`src/rtl/pipe_ctrl_unit_pkg.sv`:
```
// mips_ctrl_pkg: opcode/funct constants, control encodings and bus bit positions
package mips_ctrl_pkg;
   localparam int NB_OPCODE_D  = 6;
   localparam int NB_FUNCT_D   = 6;
   localparam int NB_REG_D     = 5;
   localparam int NB_CTRL_WB_D = 2;
   localparam int NB_CTRL_M_D  = 8;
   localparam int NB_CTRL_EX_D = 11;

   localparam logic [5:0] OP_RTYPE = 6'b000000;
   localparam logic [5:0] OP_J     = 6'b000010;
   localparam logic [5:0] OP_JAL   = 6'b000011;
   localparam logic [5:0] OP_BEQ   = 6'b000100;
   localparam logic [5:0] OP_BNE   = 6'b000101;
   localparam logic [5:0] OP_ADDI  = 6'b001000;
   localparam logic [5:0] OP_ADDIU = 6'b001001;
   localparam logic [5:0] OP_SLTI  = 6'b001010;
   localparam logic [5:0] OP_SLTIU = 6'b001011;
   localparam logic [5:0] OP_ANDI  = 6'b001100;
   localparam logic [5:0] OP_ORI   = 6'b001101;
   localparam logic [5:0] OP_XORI  = 6'b001110;
   localparam logic [5:0] OP_LUI   = 6'b001111;
   localparam logic [5:0] OP_LB    = 6'b100000;
   localparam logic [5:0] OP_LH    = 6'b100001;
   localparam logic [5:0] OP_LW    = 6'b100011;
   localparam logic [5:0] OP_LBU   = 6'b100100;
   localparam logic [5:0] OP_LHU   = 6'b100101;
   localparam logic [5:0] OP_SB    = 6'b101000;
   localparam logic [5:0] OP_SH    = 6'b101001;
   localparam logic [5:0] OP_SW    = 6'b101011;

   localparam logic [5:0] FN_SLL  = 6'b000000;
   localparam logic [5:0] FN_SRL  = 6'b000010;
   localparam logic [5:0] FN_SRA  = 6'b000011;
   localparam logic [5:0] FN_SLLV = 6'b000100;
   localparam logic [5:0] FN_SRLV = 6'b000110;
   localparam logic [5:0] FN_SRAV = 6'b000111;
   localparam logic [5:0] FN_JR   = 6'b001000;
   localparam logic [5:0] FN_JALR = 6'b001001;
   localparam logic [5:0] FN_ADD  = 6'b100000;
   localparam logic [5:0] FN_ADDU = 6'b100001;
   localparam logic [5:0] FN_SUB  = 6'b100010;
   localparam logic [5:0] FN_SUBU = 6'b100011;
   localparam logic [5:0] FN_AND  = 6'b100100;
   localparam logic [5:0] FN_OR   = 6'b100101;
   localparam logic [5:0] FN_XOR  = 6'b100110;
   localparam logic [5:0] FN_NOR  = 6'b100111;
   localparam logic [5:0] FN_SLT  = 6'b101010;
   localparam logic [5:0] FN_SLTU = 6'b101011;

   localparam logic [3:0] ALU_RTYPE = 4'b0000;
   localparam logic [3:0] ALU_ADD   = 4'b0001;
   localparam logic [3:0] ALU_AND   = 4'b0010;
   localparam logic [3:0] ALU_OR    = 4'b0011;
   localparam logic [3:0] ALU_XOR   = 4'b0100;
   localparam logic [3:0] ALU_LUI   = 4'b0101;
   localparam logic [3:0] ALU_SLT   = 4'b0110;
   localparam logic [3:0] ALU_SLTU  = 4'b0111;
   localparam logic [3:0] ALU_SUB   = 4'b1000;

   localparam logic [1:0] SRC_REG  = 2'b00;
   localparam logic [1:0] SRC_SEXT = 2'b01;
   localparam logic [1:0] SRC_ZEXT = 2'b10;
   localparam logic [1:0] SRC_PC8  = 2'b11;

   localparam logic [1:0] WB_ALU  = 2'b10;
   localparam logic [1:0] WB_LOAD = 2'b11;

   localparam int M_SB       = 7;
   localparam int M_SH       = 6;
   localparam int M_LB       = 5;
   localparam int M_LH       = 4;
   localparam int M_UNSIGNED = 3;
   localparam int M_BRANCH   = 2;
   localparam int M_MEMREAD  = 1;
   localparam int M_MEMWRITE = 0;

   function automatic logic [10:0] pack_ex(logic link, logic reg_dst, logic [1:0] src,
                                           logic jump, logic jump_reg, logic bne, logic [3:0] alu);
      return {link, reg_dst, src, jump, jump_reg, bne, alu};
   endfunction
endpackage

```
`src/rtl/pipe_ctrl_unit_if.sv`:
```
// pipe_ctrl_unit_if: IF/ID-side inputs and ID/EX-side control outputs of the control unit
interface pipe_ctrl_unit_if
   import mips_ctrl_pkg::*;
#(
   parameter int NB_OPCODE  = NB_OPCODE_D,
   parameter int NB_FUNCT   = NB_FUNCT_D,
   parameter int NB_REG     = NB_REG_D,
   parameter int NB_CTRL_WB = NB_CTRL_WB_D,
   parameter int NB_CTRL_M  = NB_CTRL_M_D,
   parameter int NB_CTRL_EX = NB_CTRL_EX_D
);
   logic                  i_valid;
   logic [NB_OPCODE-1:0]  i_opcode;
   logic [NB_FUNCT-1:0]   i_funct;
   logic [NB_REG-1:0]     i_rs;
   logic [NB_REG-1:0]     i_rt;
   logic [NB_REG-1:0]     i_rd;
   logic                  i_flush;
   logic [NB_CTRL_WB-1:0] o_ctrl_wb_bus;
   logic [NB_CTRL_M-1:0]  o_ctrl_mem_bus;
   logic [NB_CTRL_EX-1:0] o_ctrl_exc_bus;
   logic [NB_REG-1:0]     o_ex_dst;
   logic                  o_ex_valid;
   logic                  o_stall;
   logic                  o_illegal;

   modport master (
      output i_valid, i_opcode, i_funct, i_rs, i_rt, i_rd, i_flush,
      input  o_ctrl_wb_bus, o_ctrl_mem_bus, o_ctrl_exc_bus, o_ex_dst, o_ex_valid, o_stall, o_illegal
   );
   modport slave (
      input  i_valid, i_opcode, i_funct, i_rs, i_rt, i_rd, i_flush,
      output o_ctrl_wb_bus, o_ctrl_mem_bus, o_ctrl_exc_bus, o_ex_dst, o_ex_valid, o_stall, o_illegal
   );
endinterface

```
`src/rtl/pipe_ctrl_unit_decoder.sv`:
```
// ctrl_decoder: combinational opcode/funct decode into WB/MEM/EX buses, destination and source use
module ctrl_decoder
   import mips_ctrl_pkg::*;
#(
   parameter int NB_OPCODE  = NB_OPCODE_D,
   parameter int NB_FUNCT   = NB_FUNCT_D,
   parameter int NB_REG     = NB_REG_D,
   parameter int NB_CTRL_WB = NB_CTRL_WB_D,
   parameter int NB_CTRL_M  = NB_CTRL_M_D,
   parameter int NB_CTRL_EX = NB_CTRL_EX_D
) (
   input  logic [NB_OPCODE-1:0]  i_opcode,
   input  logic [NB_FUNCT-1:0]   i_funct,
   input  logic [NB_REG-1:0]     i_rt,
   input  logic [NB_REG-1:0]     i_rd,
   output logic [NB_CTRL_WB-1:0] o_wb,
   output logic [NB_CTRL_M-1:0]  o_mem,
   output logic [NB_CTRL_EX-1:0] o_ex,
   output logic [NB_REG-1:0]     o_dst,
   output logic                  o_uses_rs,
   output logic                  o_uses_rt,
   output logic                  o_illegal
);
   always_comb begin
      o_wb      = '0;
      o_mem     = '0;
      o_ex      = '0;
      o_uses_rs = 1'b1;
      o_uses_rt = 1'b0;
      o_illegal = 1'b0;
      case (i_opcode)
         OP_RTYPE: begin
            o_uses_rt = 1'b1;
            case (i_funct)
               FN_JR:   o_ex = pack_ex(1'b0, 1'b0, SRC_REG, 1'b0, 1'b1, 1'b0, ALU_RTYPE);
               FN_JALR: begin
                  o_wb = WB_ALU;
                  o_ex = pack_ex(1'b1, 1'b1, SRC_PC8, 1'b0, 1'b1, 1'b0, ALU_RTYPE);
               end
               FN_SLL, FN_SRL, FN_SRA, FN_SLLV, FN_SRLV, FN_SRAV, FN_ADD, FN_ADDU, FN_SUB,
               FN_SUBU, FN_AND, FN_OR, FN_XOR, FN_NOR, FN_SLT, FN_SLTU: begin
                  o_wb = WB_ALU;
                  o_ex = pack_ex(1'b0, 1'b1, SRC_REG, 1'b0, 1'b0, 1'b0, ALU_RTYPE);
               end
               default: o_illegal = 1'b1;
            endcase
         end
         OP_LW, OP_LH, OP_LHU, OP_LB, OP_LBU: begin
            o_wb                = WB_LOAD;
            o_mem[M_MEMREAD]    = 1'b1;
            o_mem[M_LH]         = i_opcode == OP_LH || i_opcode == OP_LHU;
            o_mem[M_LB]         = i_opcode == OP_LB || i_opcode == OP_LBU;
            o_mem[M_UNSIGNED]   = i_opcode == OP_LHU || i_opcode == OP_LBU;
            o_ex                = pack_ex(1'b0, 1'b0, SRC_SEXT, 1'b0, 1'b0, 1'b0, ALU_ADD);
         end
         OP_SW, OP_SH, OP_SB: begin
            o_uses_rt         = 1'b1;
            o_mem[M_MEMWRITE] = 1'b1;
            o_mem[M_SH]       = i_opcode == OP_SH;
            o_mem[M_SB]       = i_opcode == OP_SB;
            o_ex              = pack_ex(1'b0, 1'b0, SRC_SEXT, 1'b0, 1'b0, 1'b0, ALU_ADD);
         end
         OP_BEQ, OP_BNE: begin
            o_uses_rt       = 1'b1;
            o_mem[M_BRANCH] = 1'b1;
            o_ex            = pack_ex(1'b0, 1'b0, SRC_REG, 1'b0, 1'b0, i_opcode == OP_BNE, ALU_SUB);
         end
         OP_ADDI, OP_ADDIU: begin
            o_wb = WB_ALU;
            o_ex = pack_ex(1'b0, 1'b0, SRC_SEXT, 1'b0, 1'b0, 1'b0, ALU_ADD);
         end
         OP_SLTI: begin
            o_wb = WB_ALU;
            o_ex = pack_ex(1'b0, 1'b0, SRC_SEXT, 1'b0, 1'b0, 1'b0, ALU_SLT);
         end
         OP_SLTIU: begin
            o_wb = WB_ALU;
            o_ex = pack_ex(1'b0, 1'b0, SRC_SEXT, 1'b0, 1'b0, 1'b0, ALU_SLTU);
         end
         OP_ANDI: begin
            o_wb = WB_ALU;
            o_ex = pack_ex(1'b0, 1'b0, SRC_ZEXT, 1'b0, 1'b0, 1'b0, ALU_AND);
         end
         OP_ORI: begin
            o_wb = WB_ALU;
            o_ex = pack_ex(1'b0, 1'b0, SRC_ZEXT, 1'b0, 1'b0, 1'b0, ALU_OR);
         end
         OP_XORI: begin
            o_wb = WB_ALU;
            o_ex = pack_ex(1'b0, 1'b0, SRC_ZEXT, 1'b0, 1'b0, 1'b0, ALU_XOR);
         end
         OP_LUI: begin
            o_uses_rs = 1'b0;
            o_wb      = WB_ALU;
            o_ex      = pack_ex(1'b0, 1'b0, SRC_SEXT, 1'b0, 1'b0, 1'b0, ALU_LUI);
         end
         OP_J: begin
            o_uses_rs = 1'b0;
            o_ex      = pack_ex(1'b0, 1'b0, SRC_REG, 1'b1, 1'b0, 1'b0, ALU_RTYPE);
         end
         OP_JAL: begin
            o_uses_rs = 1'b0;
            o_wb      = WB_ALU;
            o_ex      = pack_ex(1'b1, 1'b0, SRC_PC8, 1'b1, 1'b0, 1'b0, ALU_ADD);
         end
         default: o_illegal = 1'b1;
      endcase
      o_dst = o_ex[9] ? i_rd : (i_opcode == OP_JAL) ? {NB_REG{1'b1}} : i_rt;
   end
endmodule

```
`src/rtl/pipe_ctrl_unit.sv`:
```
// pipe_ctrl_unit: ID-stage control decode, load-use stall counter and ID/EX control register
module pipe_ctrl_unit
   import mips_ctrl_pkg::*;
#(
   parameter int NB_OPCODE       = NB_OPCODE_D,
   parameter int NB_FUNCT        = NB_FUNCT_D,
   parameter int NB_REG          = NB_REG_D,
   parameter int NB_CTRL_WB      = NB_CTRL_WB_D,
   parameter int NB_CTRL_M       = NB_CTRL_M_D,
   parameter int NB_CTRL_EX      = NB_CTRL_EX_D,
   parameter int LOAD_USE_STALLS = 1
) (
   input logic             i_clk,
   input logic             i_rst,
   pipe_ctrl_unit_if.slave bus
);
   logic [NB_CTRL_WB-1:0] dec_wb, wb_q;
   logic [NB_CTRL_M-1:0]  dec_mem, mem_q;
   logic [NB_CTRL_EX-1:0] dec_ex, ex_q;
   logic [NB_REG-1:0]     dec_dst, dst_q;
   logic                  dec_rs, dec_rt, dec_ill, valid_q, ill_q;
   logic [2:0]            cnt;
   logic                  hazard, stall, bubble;

   ctrl_decoder #(
      .NB_OPCODE(NB_OPCODE), .NB_FUNCT(NB_FUNCT), .NB_REG(NB_REG),
      .NB_CTRL_WB(NB_CTRL_WB), .NB_CTRL_M(NB_CTRL_M), .NB_CTRL_EX(NB_CTRL_EX)
   ) u_dec (
      .i_opcode(bus.i_opcode), .i_funct(bus.i_funct), .i_rt(bus.i_rt), .i_rd(bus.i_rd),
      .o_wb(dec_wb), .o_mem(dec_mem), .o_ex(dec_ex), .o_dst(dec_dst),
      .o_uses_rs(dec_rs), .o_uses_rt(dec_rt), .o_illegal(dec_ill)
   );

   assign hazard = valid_q & mem_q[M_MEMREAD] & bus.i_valid & ~dec_ill & (dst_q != '0) &
                   ((dec_rs & (bus.i_rs == dst_q)) | (dec_rt & (bus.i_rt == dst_q)));
   // a taken branch/jump squashes ID, so it overrides any pending stall
   assign stall  = ~bus.i_flush & (hazard | (cnt != 3'd0));
   assign bubble = stall | bus.i_flush | ~bus.i_valid | dec_ill;

   always_ff @(posedge i_clk or negedge i_rst) begin
      if (!i_rst) begin
         cnt     <= '0;
         wb_q    <= '0;
         mem_q   <= '0;
         ex_q    <= '0;
         dst_q   <= '0;
         valid_q <= 1'b0;
         ill_q   <= 1'b0;
      end else begin
         cnt     <= bus.i_flush ? 3'd0 : (cnt != 3'd0) ? cnt - 3'd1 :
                    hazard ? 3'(LOAD_USE_STALLS - 1) : 3'd0;
         wb_q    <= bubble ? '0 : dec_wb;
         mem_q   <= bubble ? '0 : dec_mem;
         ex_q    <= bubble ? '0 : dec_ex;
         dst_q   <= bubble ? '0 : dec_dst;
         valid_q <= ~bubble;
         ill_q   <= bus.i_valid & dec_ill & ~bus.i_flush & ~stall;
      end
   end

   assign bus.o_ctrl_wb_bus  = wb_q;
   assign bus.o_ctrl_mem_bus = mem_q;
   assign bus.o_ctrl_exc_bus = ex_q;
   assign bus.o_ex_dst       = dst_q;
   assign bus.o_ex_valid     = valid_q;
   assign bus.o_illegal      = ill_q;
   assign bus.o_stall        = stall;
endmodule

```
`src/flat_wrapper.sv`:
```
// flat-port wrapper written by rule: the top's interface ports become plain ports
module pipe_ctrl_unit_flat import mips_ctrl_pkg::*;
#(
   parameter int NB_OPCODE       = NB_OPCODE_D,
   parameter int NB_FUNCT        = NB_FUNCT_D,
   parameter int NB_REG          = NB_REG_D,
   parameter int NB_CTRL_WB      = NB_CTRL_WB_D,
   parameter int NB_CTRL_M       = NB_CTRL_M_D,
   parameter int NB_CTRL_EX      = NB_CTRL_EX_D,
   parameter int LOAD_USE_STALLS = 1
)
  (i_clk, i_rst, bus_i_valid, bus_i_opcode, bus_i_funct, bus_i_rs, bus_i_rt, bus_i_rd, bus_i_flush, bus_o_ctrl_wb_bus, bus_o_ctrl_mem_bus, bus_o_ctrl_exc_bus, bus_o_ex_dst, bus_o_ex_valid, bus_o_stall, bus_o_illegal);
  pipe_ctrl_unit_if #(.NB_OPCODE(NB_OPCODE), .NB_FUNCT(NB_FUNCT), .NB_REG(NB_REG), .NB_CTRL_WB(NB_CTRL_WB), .NB_CTRL_M(NB_CTRL_M), .NB_CTRL_EX(NB_CTRL_EX)) bus_i ();
  input logic i_clk;
  input logic i_rst;
  input wire logic [$bits(bus_i.i_valid)-1:0] bus_i_valid;
  input wire logic [$bits(bus_i.i_opcode)-1:0] bus_i_opcode;
  input wire logic [$bits(bus_i.i_funct)-1:0] bus_i_funct;
  input wire logic [$bits(bus_i.i_rs)-1:0] bus_i_rs;
  input wire logic [$bits(bus_i.i_rt)-1:0] bus_i_rt;
  input wire logic [$bits(bus_i.i_rd)-1:0] bus_i_rd;
  input wire logic [$bits(bus_i.i_flush)-1:0] bus_i_flush;
  output wire logic [$bits(bus_i.o_ctrl_wb_bus)-1:0] bus_o_ctrl_wb_bus;
  output wire logic [$bits(bus_i.o_ctrl_mem_bus)-1:0] bus_o_ctrl_mem_bus;
  output wire logic [$bits(bus_i.o_ctrl_exc_bus)-1:0] bus_o_ctrl_exc_bus;
  output wire logic [$bits(bus_i.o_ex_dst)-1:0] bus_o_ex_dst;
  output wire logic [$bits(bus_i.o_ex_valid)-1:0] bus_o_ex_valid;
  output wire logic [$bits(bus_i.o_stall)-1:0] bus_o_stall;
  output wire logic [$bits(bus_i.o_illegal)-1:0] bus_o_illegal;
  assign bus_i.i_valid = bus_i_valid;
  assign bus_i.i_opcode = bus_i_opcode;
  assign bus_i.i_funct = bus_i_funct;
  assign bus_i.i_rs = bus_i_rs;
  assign bus_i.i_rt = bus_i_rt;
  assign bus_i.i_rd = bus_i_rd;
  assign bus_i.i_flush = bus_i_flush;
  assign bus_o_ctrl_wb_bus = bus_i.o_ctrl_wb_bus;
  assign bus_o_ctrl_mem_bus = bus_i.o_ctrl_mem_bus;
  assign bus_o_ctrl_exc_bus = bus_i.o_ctrl_exc_bus;
  assign bus_o_ex_dst = bus_i.o_ex_dst;
  assign bus_o_ex_valid = bus_i.o_ex_valid;
  assign bus_o_stall = bus_i.o_stall;
  assign bus_o_illegal = bus_i.o_illegal;
  pipe_ctrl_unit #(.NB_OPCODE(NB_OPCODE), .NB_FUNCT(NB_FUNCT), .NB_REG(NB_REG), .NB_CTRL_WB(NB_CTRL_WB), .NB_CTRL_M(NB_CTRL_M), .NB_CTRL_EX(NB_CTRL_EX), .LOAD_USE_STALLS(LOAD_USE_STALLS)) u_core (.i_clk(i_clk), .i_rst(i_rst), .bus(bus_i));
endmodule
```
`config.mk`:
```
export PLATFORM = sky130hd
export DESIGN_NAME = pipe_ctrl_unit_flat
export DESIGN_NICKNAME = d
export VERILOG_FILES = /design/src/rtl/pipe_ctrl_unit_pkg.sv /design/src/rtl/pipe_ctrl_unit_if.sv /design/src/rtl/pipe_ctrl_unit_decoder.sv /design/src/rtl/pipe_ctrl_unit.sv /design/src/flat_wrapper.sv
export SDC_FILE = /design/constraint.sdc
export NUM_CORES = 1
export LEC_CHECK = 0
export CORE_ASPECT_RATIO = 0.9
export CORE_MARGIN = 2
export CORE_UTILIZATION = 45
export DETAILED_ROUTE_END_ITERATION = 6
export PLACE_DENSITY_LB_ADDON = 0.3
export SYNTH_ARGS = -nofsm -noshare
export SYNTH_HDL_FRONTEND = slang
export SYNTH_SLANG_ARGS = --single-unit
```
`constraint.sdc`:
```
create_clock -name i_clk -period 2.3 [get_ports i_clk]
set_input_delay 0.46 -clock i_clk [delete_from_list [all_inputs] [get_ports i_clk]]
set_output_delay 0.46 -clock i_clk [all_outputs]
set_load 0.01 [all_outputs]
```
== Word-level counts from Yosys, hierarchy flattened ==
Index checks and enable logic that the tools add are counted.

* RAM bits: 0
* Memories: 0
* ROM bits: 0
* Output and inout bits: 29
* Flip-flop bits (word level): 31
* Bits in latches: 0

* Reductions and logical operators: 18
* Eq/ne operators: 39
* $mul: 0
* Div/mod/pow operators: 0
* Shift operators: 0
* Add/sub/neg operators: 1
* Multiplexer cells: 21
* Bitwise operators: 21
* Magnitude comparators: 0

{| class="wikitable"
|+ Operators by type and width
! operator !! number
|-
| case mux 11 bit (11 select lines) || 1
|-
| == test 6 bit (second input constant) || 18
|-
| == test 6 x 4 -> 1 bit (second input constant) || 10
|-
| case mux 11 bit (3 select lines) || 1
|-
| == test 6 x 3 -> 1 bit (second input constant) || 5
|-
| == test 6 x 2 -> 1 bit (second input constant) || 4
|-
| OR reduction 20 bit || 1
|-
| OR reduction 18 bit || 1
|-
| OR reduction 17 bit || 1
|-
| OR reduction 16 bit || 1
|-
| two-way mux 5 bit || 3
|-
| zero test 6 bit || 2
|-
| bitwise AND 1 bit || 11
|-
| two-way mux 11 bit || 1
|-
| == test 5 bit || 2
|-
| OR reduction 10 bit || 1
|-
| two-way mux 3 bit || 3
|-
| OR reduction 9 bit || 1
|-
| two-way mux 8 bit || 1
|-
| two-way mux 1 bit || 6
|-
| two-way mux 2 bit || 3
|-
| case mux 2 bit (3 select lines) || 1
|-
| OR reduction 3 bit || 2
|-
| OR reduction 6 bit || 1
|-
| other kinds (9) || 19
|}

== Depth between registers and ports, before layout ==
* Depth after elaboration: 14
* Gate-level depth with buffers: 7
* Gate-level depth less buffers: 5

== Modules after synthesis ==
Synthesis repeated with hierarchy kept, for this count alone.

* Cells, all modules: 223
* Area total of the unflattened synthesis: 2,001.9 µm²

{| class="wikitable"
|+ Modules (own cells, without submodules)
! module !! cells each !! seq. area each (µm²) !! area an instance (µm²) !! times used
|-
| pipe_ctrl_unit || 128 || 775.7 || 1,426.4 || 1
|-
| ctrl_decoder || 95 || 0.0 || 575.6 || 1
|}

== Worst setup path after synthesis ==
No wires, ideal clock.

* Path kind: input to output
* Start point: input bus_i_opcode[3]
* End point: output bus_o_stall
* Data required time: 1.840 ns
* Stages: 5
* Slack: 0.096 ns
* Path buffers: 0
* Arrival time: 1.744 ns
* Cells stage by stage: or4_4 -> nor3_4 -> a32o_2 -> nor2b_1 -> o2bb2ai_1

* Cells in the longest elaborated chain, start to end: 9
* Elaborated cells on any way between the ends: 36
* Classes of those cells: 20 x eq/ne; 3 x mux; 9 x bitwise; 4 x reduce/logical

{| class="wikitable"
|+ RTL lines
! what !! RTL line !! source
|-
| start: declaration || flat_wrapper.sv:17 || <nowiki>input wire logic [$bits(bus_i.i_opcode)-1:0] bus_i_opcode;</nowiki>
|-
| == test 6 bit (tied with other cells) || pipe_ctrl_unit_decoder.sv:31 || <nowiki>case (i_opcode)</nowiki>
|-
| OR reduction 20 bit (no line) || -- ||
|-
| case mux 1 bit (2 select lines) || pipe_ctrl_unit_decoder.sv:31 ||
|-
| inverter 1 bit || pipe_ctrl_unit.sv:34 || <nowiki>assign hazard = valid_q & mem_q[M_MEMREAD] & bus.i_valid & ~dec_ill & (dst_q != '0) &</nowiki>
|-
| bitwise AND 1 bit (2 in series) || pipe_ctrl_unit.sv:34 ||
|-
| bitwise AND 1 bit * || pipe_ctrl_unit.sv:34 ||
|-
| OR 1 bit * || pipe_ctrl_unit.sv:37 || <nowiki>assign stall = ~bus.i_flush & (hazard | (cnt != 3'd0));</nowiki>
|-
| bitwise AND 1 bit * || pipe_ctrl_unit.sv:37 ||
|-
| end: declaration || flat_wrapper.sv:28 || <nowiki>output wire logic [$bits(bus_i.o_stall)-1:0] bus_o_stall;</nowiki>
|}

Every way passes the cells marked *; elsewhere a longest branch is shown, timed or not.

== Worst setup path in the final report ==
* Start point: input bus_i_funct[5]
* End point: output bus_o_stall

* Cells in the longest elaborated chain, start to end: 10
* Elaborated cells on any way between the ends: 27
* Classes of those cells: 17 x eq/ne; 2 x mux; 6 x bitwise; 2 x reduce/logical

{| class="wikitable"
|+ RTL lines
! what !! RTL line !! source
|-
| start: declaration || flat_wrapper.sv:18 || <nowiki>input wire logic [$bits(bus_i.i_funct)-1:0] bus_i_funct;</nowiki>
|-
| == test 6 x 2 -> 1 bit (tied with other cells) || pipe_ctrl_unit_decoder.sv:34 || <nowiki>case (i_funct)</nowiki>
|-
| OR reduction 18 bit (no line) * || -- ||
|-
| two-way mux 1 bit * || pipe_ctrl_unit_decoder.sv:34 ||
|-
| case mux 1 bit (2 select lines) * || pipe_ctrl_unit_decoder.sv:31 ||
|-
| inverter 1 bit * || pipe_ctrl_unit.sv:34 ||
|-
| bitwise AND 1 bit * (3 in series) || pipe_ctrl_unit.sv:34 ||
|-
| OR 1 bit * || pipe_ctrl_unit.sv:37 ||
|-
| bitwise AND 1 bit * || pipe_ctrl_unit.sv:37 ||
|}

Marks and branches as above.

==> impl_metrics.tcl <==
set metrics [dict create \
    ys_types 44 \
    tritoncts "built" \
    grt_pass1_wl_um 6570 \
    max_cap_viol_count 0 \
    required_ns 1.84 \
    combPwrFrac_pct 18.1 \
    fin_nets 297 \
    r2r_start "u_core.bus.o_ex_dst[0]" \
    power_frac_clock_pct 37.4 \
    via_per_inst 5.27 \
    max_stage_delay_ns 0.36 \
    min_period_over_period_pct 102 \
    gp_congestion 0.865 \
    synth_most_common_cell "dfrtp_1" \
    syn_nets 205 \
    endpoint_kind "output pin" \
    numCtsBuffers 5 \
    grt_use_total_pct 21.1 \
    post-place-cells 299 \
    finalHoldViolations 0 \
    tightest_slew_ns 0.591 \
    insertedDiodeCount 0 \
    hold_path.class "flip-flop to flip-flop" \
    slowest_stage "or3b_4" \
    drive_gt1_share_pct 25.3 \
    peakVddDrop_mv 0.317 \
    die_h_um 62.1 \
    synth_area_sq_um 1690 \
    initial_core_util_pct 46.1 \
    rsz0062_at_grt "yes" \
    slew_headroom_pct 60.2 \
    worstRegToRegCells 10 \
    overflow 0 \
    clk_pin_slew_ns 0.06 \
    fin_cells 311 \
    violations "setup timing" \
    power_leakage_nw 1.21 \
    netlist.area_leader.share_pct 46.0 \
    coreArea_sq_um 3650 \
    drcViolationCount 0 \
    p_per_area_nw_per_um2 466 \
    synthTopCellsByCount "dfrtp_1, nor2_1" \
    port_buffers 59 \
    netlist_instances 172 \
    final_antenna_net_count 0 \
    pin_count 60 \
    arrival_ns 1.88 \
    path_cells "dlygate4sd2_1 -> or3b_4 -> a21o_1 -> a32o_2 -> nor2b_1 -> o2bb2ai_1 -> buf_2" \
    synthArstFlopShare_pct 100 \
    start_kind "primary input" \
    drt_first_pass_iters 4 \
    grt_start_max_net_pins 32 \
    clockBufferDepth 2 \
    p_sw_uw 306 \
    worstReg2RegEnd "u_core.bus.o_ex_dst[2]" \
    hpwl_um 3200 \
    setup_viol_count_final 1 \
    synth-edff-count 0 \
    grt_pass1_vias 1391 \
    synth_largest_area_cell "dfrtp_1" \
    path_class "primary input to output pin" \
    dieArea_sq_um 4250 \
    cts.sinks 31 \
    design_area_sq_um 2670 \
    fin_setup_tns_ns -0.0400 \
    cp-endpoint "bus_o_stall" \
    clk_latency_ns 0.27 \
    skew_ns 0.00327 \
    drtIter0Drc 68 \
    seq_area_frac_synth_pct 46.0 \
    area_delta_synth_final_pct 58.6 \
    cts_root_buf "clkbuf_8" \
    internal_power_uw 941 \
    synth_top_flop_cell "dfrtp_1" \
    htreeDepth 2 \
    antenna_found_initial 0 \
    drv_slew 0 \
    max_freq_ghz 0.427 \
    post-route-util_pct 73.2 \
    synth-seq-cells 31 \
    status "finished, violations left" \
    dpl_worst_slack_ns -0.870 \
    startpoint "bus_i_funct[5]" \
    synthTopCellsByArea "dfrtp_1, xor2_1, nor2_1" \
    dpl-instance-area_sq_um 2520 \
    fp-row-count 21 \
    syn_area_per_cell_sq_um 9.80 \
    die_w_um 68.5 \
    drt-wirelength-per-cell_um 14.5 \
    p_sw_share_pct 24.5 \
    ctsHoldBuffers 0 \
    crit_fanout 2 \
    yosysWarnings 0 \
    routed_wl_um 4510 \
    pwr-share-seq_pct 44.4 \
    num_vias 1639 \
    setup_ws_ns -0.0400 \
    reg2reg_slack_ns 0.22 \
    min_period_ns 2.34 \
]
kinds of logic (layout without fill, tap and decap cells):
kind of cell,after synthesis,count (layout),share of synthesized area (%)
and+or+nand+nor,84,84,30.1
DFF,31,31,46.0
AOI/OAI and AO/OA,29,29,12.3
buffers and inverters,14,107,3.79
xor gates and xnor gates,11,11,5.72
adders and majority gates,2,2,1.48
muxes,1,1,0.594
state kept, by name (all words and copies together) (netlist names):
signal and count:
u_core.bus.o_ctrl_exc_bus 11, u_core.bus.o_ctrl_mem_bus 8, u_core.bus.o_ctrl_wb_bus 2, u_core.bus.o_ex_dst 5
u_core.bus.o_ex_valid 1, u_core.bus.o_illegal 1, u_core.cnt 3
timing repair:
action | 4_1_cts | 5_1_grt
pin swaps | 9 | 3
hold endpoints to repair | 0 | 0
resized for setup | 31 | 4
cloned | 0 | 0
endpoints found under the setup margin | 27 | 17
setup buffers | 4 | 0
cells in the final DEF (no fill, tap or decap), types with 2 or more instances in the layout:
cell | synthesis | routed
xor2_1 | 10 | 10
dfrtp_1 | 31 | 31
nor2b_1 | 8 | 8
nand4_1 | 2 | 2
nor4_2 | 3 | 6
a21oi_1 | 8 | 8
clkbuf_8 | 0 | 7
buf_4 | 0 | 34
nor3_2 | 2 | 2
nor3_1 | 10 | 10
clkdlybuf4s15_1 | 0 | 2
clkdlybuf4s50_1 | 0 | 46
a21o_1 | 2 | 2
ha_1 | 2 | 2
o21ai_0 | 5 | 5
dlymetal6s2s_1 | 0 | 2
nand2_1 | 10 | 10
nor4b_1 | 2 | 2
dlygate4sd2_1 | 0 | 5
nor4_1 | 10 | 7
buf_2 | 3 | 2
buf_6 | 1 | 2
o21ba_2 | 5 | 5
inv_1 | 6 | 6
nor2_1 | 20 | 20
nand2b_1 | 6 | 6
power groups by stage:
stage	sequential, mW	clock (mW)	combinational, mW
4_1_cts	0.554	0.478	0.224
5_1_grt	0.554	0.506	0.243
3_5_place_dp	0.564	0	0.221
2_1_floorplan	0.568	0	0.0857
3_3_place_gp	0.564	0	0.217
6_report	0.554	0.467	0.226
layer usage:
metal  vias up  part of all wire (%)  GRT usage, %
li1        791                     -             -
met1       785                    44          28.7
met2        53                    49          33.9
met5         -                     0             0
met4         0                   1.8          6.86
met3        10                   4.7          4.50
critical path: cells and delay by family:
kind,cells,cell delay (ns)
AOI/OAI and AO/OA,3,0.56
and+or+nand+nor,2,0.49
buffers and inverters,2,0.38
through the flow:
step                hold slack (ns)  power [mW]
floorplan                     0.164       0.653
CTS                           0.470        1.26
detailed placement            0.462       0.786
finish                        0.466        1.25
global placement              0.446       0.781
global route                  0.490        1.30
worst min path at each step:
stage | endpoint | from | slack, ns | cells past startpoint
6_report | u_core.cnt[0] | u_core.cnt[0] | 0.47 | 1
5_1_grt | u_core.cnt[0] | u_core.cnt[0] | 0.49 | 1
4_1_cts | u_core.cnt[0] | u_core.cnt[0] | 0.47 | 1
3_5_place_dp | u_core.cnt[0] | u_core.cnt[0] | 0.46 | 1
3_3_place_gp | u_core.cnt[0] | u_core.cnt[0] | 0.45 | 1
2_1_floorplan | u_core.bus.o_ctrl_exc_bus[0] | i_rst | 0.16 | 0
cell type report:
type	count	area, sq um
clock buffer	7	96.3
clock inverter	1	7.51
fill	290	980
inverter	6	22.5
multi-input combinational	127	876
sequential	31	776
tap	46	57.6
timing repair buffer	93	837
Note: power is estimated with default switching activity, not from simulation.
